File: src/rtl/ifu_fb_ctl.sv
// ifu_fb_ctl: in-order fetch buffer between the fetch-pipe controller and the aligner.
// Optional macro RV_IFU_FB_BYPASS_EN forwards an empty-buffer F2 hit combinationally to fb0.
module ifu_fb_ctl #(
    parameter int unsigned FB_DEPTH = 4,
    parameter int unsigned DATA_W   = 64
) (
    input  logic                          clk,
    input  logic                          rst,
    input  logic                          exu_flush_final,
    input  logic                          ifc_fetch_req_f2,
    input  logic                          ic_hit_f2,
    input  logic [30:0]                   ifc_fetch_addr_f2,
    input  logic [DATA_W-1:0]             ic_data_f2,
    input  logic                          ic_access_fault_f2,
    input  logic                          aln_take1,
    input  logic                          aln_take2,
    output logic                          fb0_valid,
    output logic                          fb1_valid,
    output logic [DATA_W-1:0]             fb0_data,
    output logic [DATA_W-1:0]             fb1_data,
    output logic [30:0]                   fb0_pc,
    output logic [30:0]                   fb1_pc,
    output logic                          fb0_fault,
    output logic                          fb1_fault,
    output logic                          ifu_fb_consume1,
    output logic                          ifu_fb_consume2,
    output logic [$clog2(FB_DEPTH+1)-1:0] fb_count,
    output logic                          fb_err
);
    localparam int unsigned CNT_W = $clog2(FB_DEPTH + 1);
    localparam int unsigned PC_W  = 31;

    logic [FB_DEPTH-1:0] r_valid;
    logic [FB_DEPTH-1:0] w_valid_nx;
    logic [DATA_W-1:0]   r_data     [FB_DEPTH];
    logic [DATA_W-1:0]   w_data_nx  [FB_DEPTH];
    logic [PC_W-1:0]     r_pc       [FB_DEPTH];
    logic [PC_W-1:0]     w_pc_nx    [FB_DEPTH];
    logic [FB_DEPTH-1:0] r_fault;
    logic [FB_DEPTH-1:0] w_fault_nx;
    logic [CNT_W-1:0]    r_count;
    logic [CNT_W-1:0]    w_count_nx;
    logic [CNT_W-1:0]    w_shift;
    logic [CNT_W-1:0]    w_base;
    logic                r_err;
    logic                w_err_nx;
    logic                w_wr;
    logic                w_take;
    logic                w_byp_take;
    logic                w_full_drop;
    logic                w_alloc;
    logic                w_under;

    assign w_wr   = ifc_fetch_req_f2 & ic_hit_f2 & ~exu_flush_final;
    assign w_take = aln_take1 | aln_take2;

`ifdef RV_IFU_FB_BYPASS_EN
    // Empty buffer: present the incoming F2 group as the oldest entry this cycle.
    logic w_byp;
    assign w_byp      = w_wr & (r_count == '0);
    assign fb0_valid  = r_valid[0] | w_byp;
    assign fb0_data   = w_byp ? ic_data_f2 : r_data[0];
    assign fb0_pc     = w_byp ? ifc_fetch_addr_f2 : r_pc[0];
    assign fb0_fault  = w_byp ? ic_access_fault_f2 : r_fault[0];
    assign w_byp_take = w_byp & w_take;
`else
    assign fb0_valid  = r_valid[0];
    assign fb0_data   = r_data[0];
    assign fb0_pc     = r_pc[0];
    assign fb0_fault  = r_fault[0];
    assign w_byp_take = 1'b0;
`endif

    assign fb1_valid = r_valid[1];
    assign fb1_data  = r_data[1];
    assign fb1_pc    = r_pc[1];
    assign fb1_fault = r_fault[1];
    assign fb_count  = r_count;
    assign fb_err    = r_err;

    assign ifu_fb_consume2 = aln_take2 & r_valid[1] & ~exu_flush_final;
    assign ifu_fb_consume1 = ~ifu_fb_consume2 & w_take & fb0_valid & ~exu_flush_final;
    assign w_under         = aln_take2 & fb0_valid & ~r_valid[1] & ~exu_flush_final;

    // A bypassed consume retires the F2 group directly, so nothing leaves storage.
    assign w_shift     = ifu_fb_consume2 ? CNT_W'(2) :
                         ((ifu_fb_consume1 & ~w_byp_take) ? CNT_W'(1) : '0);
    assign w_base      = r_count - w_shift;
    assign w_full_drop = w_wr & (w_base == CNT_W'(FB_DEPTH));
    assign w_alloc     = w_wr & ~w_full_drop & ~w_byp_take;

    // Next-state: shift out retired entries, then append the write behind the survivors.
    always_comb begin
        w_data_nx  = r_data;
        w_pc_nx    = r_pc;
        w_fault_nx = r_fault;
        w_valid_nx = '0;
        w_count_nx = exu_flush_final ? '0 : (w_base + CNT_W'(w_alloc));
        w_err_nx   = r_err | w_full_drop | w_under;
        for (int unsigned i = 0; i < FB_DEPTH; i++) begin
            if (w_shift != '0) begin
                for (int unsigned j = 0; j < FB_DEPTH; j++) begin
                    if (j == i + 32'(w_shift)) begin
                        w_data_nx[i]  = r_data[j];
                        w_pc_nx[i]    = r_pc[j];
                        w_fault_nx[i] = r_fault[j];
                    end
                end
            end
            if (w_alloc && (CNT_W'(i) == w_base)) begin
                w_data_nx[i]  = ic_data_f2;
                w_pc_nx[i]    = ifc_fetch_addr_f2;
                w_fault_nx[i] = ic_access_fault_f2;
            end
            w_valid_nx[i] = CNT_W'(i) < w_count_nx;
        end
    end

    always_ff @(posedge clk or posedge rst) begin
        if (rst) begin
            r_valid <= '0;
            r_fault <= '0;
            r_count <= '0;
            r_err   <= 1'b0;
            for (int unsigned i = 0; i < FB_DEPTH; i++) begin
                r_data[i] <= '0;
                r_pc[i]   <= '0;
            end
        end else begin
            r_valid <= w_valid_nx;
            r_fault <= w_fault_nx;
            r_count <= w_count_nx;
            r_err   <= w_err_nx;
            r_data  <= w_data_nx;
            r_pc    <= w_pc_nx;
        end
    end

endmodule

File: config.mk
export PLATFORM = sky130hd
export DESIGN_NAME = ifu_fb_ctl
export DESIGN_NICKNAME = d
export VERILOG_FILES = /design/src/rtl/ifu_fb_ctl.sv
export SDC_FILE = /design/constraint.sdc
export NUM_CORES = 1
export LEC_CHECK = 0
export CAP_MARGIN = 40
export CORE_ASPECT_RATIO = 1.75
export CORE_MARGIN = 10
export CORE_UTILIZATION = 45
export CTS_BUF_LIST = sky130_fd_sc_hd__clkbuf_4 sky130_fd_sc_hd__clkbuf_8
export CTS_CLUSTER_SIZE = 10
export DETAILED_ROUTE_END_ITERATION = 7
export GPL_TIMING_DRIVEN = 1
export PLACE_DENSITY_LB_ADDON = 0.12
export SYNTH_ARGS = -nofsm -noshare
export SYNTH_HDL_FRONTEND = slang
export SYNTH_SLANG_ARGS = --single-unit
File: constraint.sdc
create_clock -name clk -period 15.1 [get_ports clk]
set_input_delay 3.02 -clock clk [delete_from_list [all_inputs] [get_ports clk]]
set_output_delay 3.02 -clock clk [all_outputs]
set_load 0.05 [all_outputs]
==> impl_metrics.py, run 1 <==
metrics = {
    "run_status": {
        "status": "complete, no violations",
    },
    "synth": {
        "ys_ff_latch": 390,
        "yosys_warnings": 0,
        "netlist_instances": 2177,
        "async_flop_share_pct": 100,
        "synth_cell_types": 36,
        "avgSynthCellArea_sq_um": 9.53,
        "synth_edf_count": 0,
        "ys_seq_area_share_pct": 47.0,
        "synth_nets": 2283,
        "ys.flop_type": "dfrtp_1",
        "syn_area_sq_um": 20800,
    },
    "clock_tree": {
        "cts_hold_buf": 0,
        "cts_tree": "built",
        "worstSkewPairLatency_ns": 0.62,
        "root_buffer": "clkbuf_8",
        "htreeDepth": 2,
        "cts_sinks": 390,
        "cts_setup_buffers": 0,
        "clock_path_buffers": 3,
        "clk_pin_slew_ns": 0.06,
        "cts.repair.resized": 0,
        "numCtsBuffers": 59,
    },
    "final_layout": {
        "nNetsFinal": 2277,
        "layout.cells.non_filler": 2802,
        "fin_util_pct": 52.4,
        "mostFrequentLayoutCells": "390 x dfrtp_1, 302 x clkdlybuf4s50_1, 290 x nor2_1",
        "final_common_cell": "dfrtp_1",
        "area_delta_synth_final_pct": 15.6,
        "drive_gt1_share_pct": 11.5,
    },
    "critical_path": {
        "path_class": "in -> out",
        "worst_path_max_delay_cell": "clkdlybuf4s50_1",
        "r2r_end": "r_data[26]$_DFFE_PP0P_",
        "crit_top_cell": "clkdlybuf4s50_1",
        "critPathTopFamily": "buffers and inverters",
        "required_ns": 12.08,
        "worstSetupStartpointType": "primary input",
        "crit_arrival_ns": 5.99,
        "crit_chain": "clkdlybuf4s50_1, nand3b_4, inv_6, clkdlybuf4s50_1",
        "cpPeakStageDelay_ns": 1.06,
        "path_max_fanout": 50,
        "rr_worst_depth": 10,
        "path_buf_inv": 3,
        "rrSetupSlack_ns": 9.33,
        "cp-end-kind": "output port",
        "r2r_start": "r_valid[1]$_DFF_PP0_",
    },
    "die": {
        "dieArea_sq_um": 55500,
        "core-area_sq_um": 45800,
        "io_pins": 303,
        "die_x_um": 182,
        "start_util_pct": 45.3,
        "dieHeight_um": 304,
        "rows": 104,
    },
    "route": {
        "first_pass_iters": 7,
        "wl_um": 69300,
        "route.antenna.remaining_nets": 0,
        "wl_per_cell_um": 24.7,
        "via_count": 17600,
        "first_iter_violations": 2306,
        "drc": 0,
        "routed_via_density": 6.29,
    },
    "sta": {
        "fin_setup_tns_ns": 0,
        "skew_ns": 0.0198,
        "period_minus_slack_ns": 9.01,
        "report.final.setup_viol": 0,
        "worst_slew_pin_slew_ns": 1.08,
        "finalCritPeriodShare_pct": 59.7,
        "fmax_ghz": 0.111,
        "hold_viol": 0,
        "rsz0062_at_grt": "false",
        "slew-limit-headroom_pct": 27.7,
        "drv_slew": 0,
    },
    "place": {
        "placedCellCount": 2693,
        "port_buffers": 302,
        "dpl.hpwl_um": 40700,
        "place_congestion": 0.791,
    },
    "power": {
        "ir_drop_mv": 0.260,
        "clock_power_share_pct": 17.0,
        "pwr-share-seq_pct": 34.4,
        "p_int_mw": 3.00,
        "power_frac_comb_pct": 48.7,
        "p_sw_mw": 2.59,
        "p_per_area_nw_per_um2": 233,
        "switching_share_pct": 46.3,
        "power.leakage_nw": 10.5,
    },
    "global_route": {
        "antenna_found_initial": 2,
        "grt.total_usage_pct": 23.9,
        "grt_max_degree": 193,
        "overflow": 0,
        "grt_pass1_vias": 17800,
        "grt_first_pass_wirelength_um": 107000,
    },
    "worst_hold_path": {
        "holdPathEnd": "fb_err$_DFF_PP0_",
        "min_path_type": "reg -> reg",
        "hp-start": "fb_err$_DFF_PP0_",
        "min_path_cells": 2,
    },
    "job": {
        "maxCapViolations": 0,
    },
}
-- metrics by stage --
stage / power, mW / cell area, sq um / setup slack [ns] / hold slack, ns
2_1_floorplan: 4.01 / 20800 / 1.24 / 0.490
3_3_place_gp: 4.59 / 22400 / 5.91 / 0.506
3_5_place_dp: 4.66 / 22700 / 6.08 / 0.501
4_1_cts: 5.62 / 24000 / 6.08 / 0.525
5_1_grt: 5.88 / 24000 / 6.01 / 0.549
6_report: 5.59 / 24000 / 6.09 / 0.518
-- worst max-delay path by stage --
| stage | startpoint | end | cells after the start |
|---|---|---|---|
| after global placement | exu_flush_final | r_pc[49]$_DFFE_PP0P_ | 10 |
| after CTS | exu_flush_final | ifu_fb_consume2 | 4 |
| after floorplan | rst | fb0_data[0]$_DFFE_PP0P_ | 1 |
| final | exu_flush_final | ifu_fb_consume2 | 4 |
| after detailed placement | exu_flush_final | ifu_fb_consume2 | 4 |
| after global routing | exu_flush_final | ifu_fb_consume2 | 4 |
-- state kept, by name, summed over array words and instances (netlist names) --
register and cells:
r_data 128, fb1_data 64, fb_count 3, fb1_pc 31, fb0_data 64, r_fault 4
r_pc 62, r_valid 2, fb_err 1, fb0_pc 31
-- cell families (layout without fill, tap and decap cells) --
kind of cell | Yosys count | in the layout | synth area share (%)
AOI/OAI and AO/OA | 680 | 680 | 24.0
DFF | 390 | 390 | 47.0
other | 0 | 2 | 0
adders and majority gates | 3 | 3 | 0.217
muxes | 96 | 96 | 5.93
xor gates and xnor gates | 3 | 3 | 0.127
buffers and inverters | 506 | 546 | 13.3
and+or+nand+nor | 499 | 499 | 9.36
-- synth_stat cells, types with 19 or more instances --
cell type  count  area [sq um]
a21oi_1      100           500
buf_1         19          71.3
dfrtp_1      390          9760
nand2_1      192           721
clkbuf_1     124           465
a222oi_1      96           961
buf_2         57           285
a22oi_1       95           713
a221oi_1      96           841
nor2_1       290          1090
o31ai_1       97           728
mux2_2        56           631
mux2_4        40           601
buf_4        195          1460
inv_1        100           375
a31oi_1      192          1200
-- layout make-up --
| type | count | area [sq um] |
|---|---|---|
| fill | 4212 | 21800 |
| sequential | 390 | 9760 |
| multi-input combinational | 1281 | 8290 |
| timing repair buffer | 337 | 3530 |
| clock buffer | 99 | 1250 |
| tap | 583 | 729 |
| inverter | 102 | 400 |
| clock inverter | 8 | 40.0 |
| antenna | 2 | 5.00 |
-- power groups by stage --
stage	Sequential, mW	Clock, mW	Combinational [mW]
detailed placement	1.93	0	2.73
CTS	1.91	0.970	2.74
global placement	1.91	0	2.67
global route	1.97	1.01	2.90
finish	1.92	0.949	2.72
floorplan	1.78	0	2.22
-- routing by layer --
metal,track usage (%),wire length (um),vias to the layer above
met5,0,9,-
met2,39.2,33700,875
met3,4.99,5290,141
li1,-,-,7778
met4,10.8,2910,2
met1,29.6,27400,8826
-- worst register-to-register path: stages (launching register included) --
cell and delay [ns]:
dfrtp_1 0.43, nand3b_4 0.66, inv_6 0.59, fa_4 0.92
buf_4 0.42, buf_4 0.41, inv_1 0.20, and3_4 0.79
buf_4 0.54, buf_12 0.29, mux2_2 0.39
Power figures use the tool's default switching activity.
==> inputs of run 2 (changes only) <==
==> constraint.sdc (replaced) <==
create_clock -name clk -period 9.1 [get_ports clk]
set_input_delay 1.82 -clock clk [delete_from_list [all_inputs] [get_ports clk]]
set_output_delay 1.82 -clock clk [all_outputs]
set_load 0.05 [all_outputs]
==> run 2 against run 1 <==
  * The flow now finishes with violations (design-rule violations)
  * Power grew 64%
  * Via count grew 0.79%
  * Critical endpoint is now ifu_fb_consume1
  * Global-route usage grew 0.13 points
  * Clock power grew 58%
==> impl_metrics.py, run 2 (synthesized netlist as in run 1, its figures left out) <==
metrics = {
    "run_status": {
        "status": "complete, but fails checks",
        "failed_checks": "design-rule violations",
    },
    "critical_path": {
        "worst_path_max_delay_cell": "buf_12",
        "r2r_end": "fb0_data[13]$_DFFE_PP0P_",
        "path_max_fanout": 193,
        "r2r_start": "r_valid[0]$_DFF_PP0_",
        "crit_arrival_ns": 4.48,
        "startpoint": "exu_flush_final",
        "cpPeakStageDelay_ns": 0.74,
        "required_ns": 7.28,
        "path_class": "in -> out",
        "crit_path_end": "ifu_fb_consume1",
        "worstSetupStartpointType": "primary input",
        "cp-end-kind": "output port",
        "crit_top_cell": "clkdlybuf4s50_1",
        "rrSetupSlack_ns": 4.51,
        "rr_worst_depth": 11,
        "crit_chain": "clkdlybuf4s50_1, nor2b_1, o21ai_4, buf_12, inv_1, clkdlybuf4s50_1",
    },
    "global_route": {
        "antenna_found_initial": 4,
        "grt_max_degree": 194,
        "overflow": 0,
        "grt_first_pass_wirelength_um": 108000,
        "grt.total_usage_pct": 24.0,
        "grt_pass1_vias": 18100,
    },
    "clock_tree": {
        "cts_setup_buffers": 0,
        "htreeDepth": 2,
        "cts_hold_buf": 0,
        "numCtsBuffers": 58,
        "root_buffer": "clkbuf_8",
        "cts_sinks": 390,
        "worstSkewPairLatency_ns": 0.63,
        "cts_tree": "built",
        "clock_path_buffers": 3,
        "cts.repair.resized": 0,
        "clk_pin_slew_ns": 0.07,
    },
    "final_layout": {
        "layout.cells.non_filler": 2789,
        "final_common_cell": "dfrtp_1",
        "area_delta_synth_final_pct": 14.5,
        "regMostFlops": "r_data",
        "drive_gt1_share_pct": 11.0,
        "fin_util_pct": 51.9,
        "mostFrequentLayoutCells": "390 x dfrtp_1, 302 x clkdlybuf4s50_1, 290 x nor2_1",
        "largest_reg_flops": 128,
        "nNetsFinal": 2273,
    },
    "sta": {
        "worst_slew_pin_slew_ns": 1.13,
        "report.final.setup_viol": 0,
        "holdWs_ns": 0.527,
        "slew-limit-headroom_pct": 24.5,
        "drv_slew": 0,
        "skew_ns": 0.0204,
        "rsz0062_at_grt": "false",
        "hold_viol": 0,
        "fin_setup_tns_ns": 0,
        "finalCritPeriodShare_pct": 69.2,
        "fmax_ghz": 0.159,
        "period_minus_slack_ns": 6.30,
    },
    "route": {
        "first_pass_iters": 8,
        "wl_per_cell_um": 24.9,
        "routed_via_density": 6.37,
        "first_iter_violations": 2280,
        "route.antenna.remaining_nets": 0,
        "drc": 3,
        "wl_um": 69400,
        "via_count": 17800,
    },
    "worst_hold_path": {
        "min_path_type": "reg -> reg",
    },
    "power": {
        "p_per_area_nw_per_um2": 386,
        "ir_drop_mv": 0.392,
        "finalPower_mw": 9.17,
        "power.leakage_nw": 10.3,
    },
    "place": {
        "placedCellCount": 2690,
        "place_congestion": 0.779,
        "dpl.hpwl_um": 38500,
        "port_buffers": 302,
    },
    "die": {
        "dieHeight_um": 304,
        "die_x_um": 182,
        "dieArea_sq_um": 55500,
        "io_pins": 303,
        "rows": 104,
        "core-area_sq_um": 45800,
        "start_util_pct": 45.3,
    },
    "job": {
        "maxCapViolations": 0,
    },
}
run 2: power breakdown:
| part | switching (mW) | total [mW] | internal, mW |
|---|---|---|---|
| sequential | 0.689 | 3.16 | 2.47 |
| combinational | 2.87 | 4.51 | 1.64 |
| clock | 0.701 | 1.50 | 0.795 |
| total | 4.26 | 9.17 | 4.91 |
run 2: final cells by class:
class	instances	area (sq um)
timing repair buffer	334	3410
sequential	390	9760
clock inverter	13	120
antenna	2	5.00
clock buffer	84	1060
fill	4249	22000
inverter	102	397
tap	583	729
multi-input combinational	1281	8290
run 2: how the worst min path moves through the flow:
stage,from,to,slack [ns],cells after the start
after floorplan,fb1_pc[0]$_DFFE_PP0P_,fb1_pc[0]$_DFFE_PP0P_,0.49,2
final,fb_err$_DFF_PP0_,fb_err$_DFF_PP0_,0.53,2
after global routing,r_data[17]$_DFFE_PP0P_,r_data[17]$_DFFE_PP0P_,0.55,1
after CTS,fb_err$_DFF_PP0_,fb_err$_DFF_PP0_,0.52,2
after global placement,r_data[58]$_DFFE_PP0P_,r_data[58]$_DFFE_PP0P_,0.52,1
after detailed placement,fb_err$_DFF_PP0_,fb_err$_DFF_PP0_,0.50,2
run 2: metrics by stage:
step / setup slack [ns] / cell area (sq um)
2_1_floorplan: 2.03 / 20800
3_3_place_gp: 2.39 / 22500
3_5_place_dp: 2.49 / 22600
4_1_cts: 2.87 / 23800
5_1_grt: 2.67 / 23800
6_report: 2.80 / 23800
run 2: per-layer routing:
metal | GRT usage [%] | wire, um
met1 | 30.7 | 27400
met2 | 39.1 | 33900
met3 | 5.01 | 5820
met5 | 0 | 32
met4 | 9.11 | 2230
run 2: critical path, delay by kind of cell:
kind | cells | cell delay, ns
buf+inv | 4 | 2.18
simple gates | 1 | 0.19
compound gates | 1 | 0.14
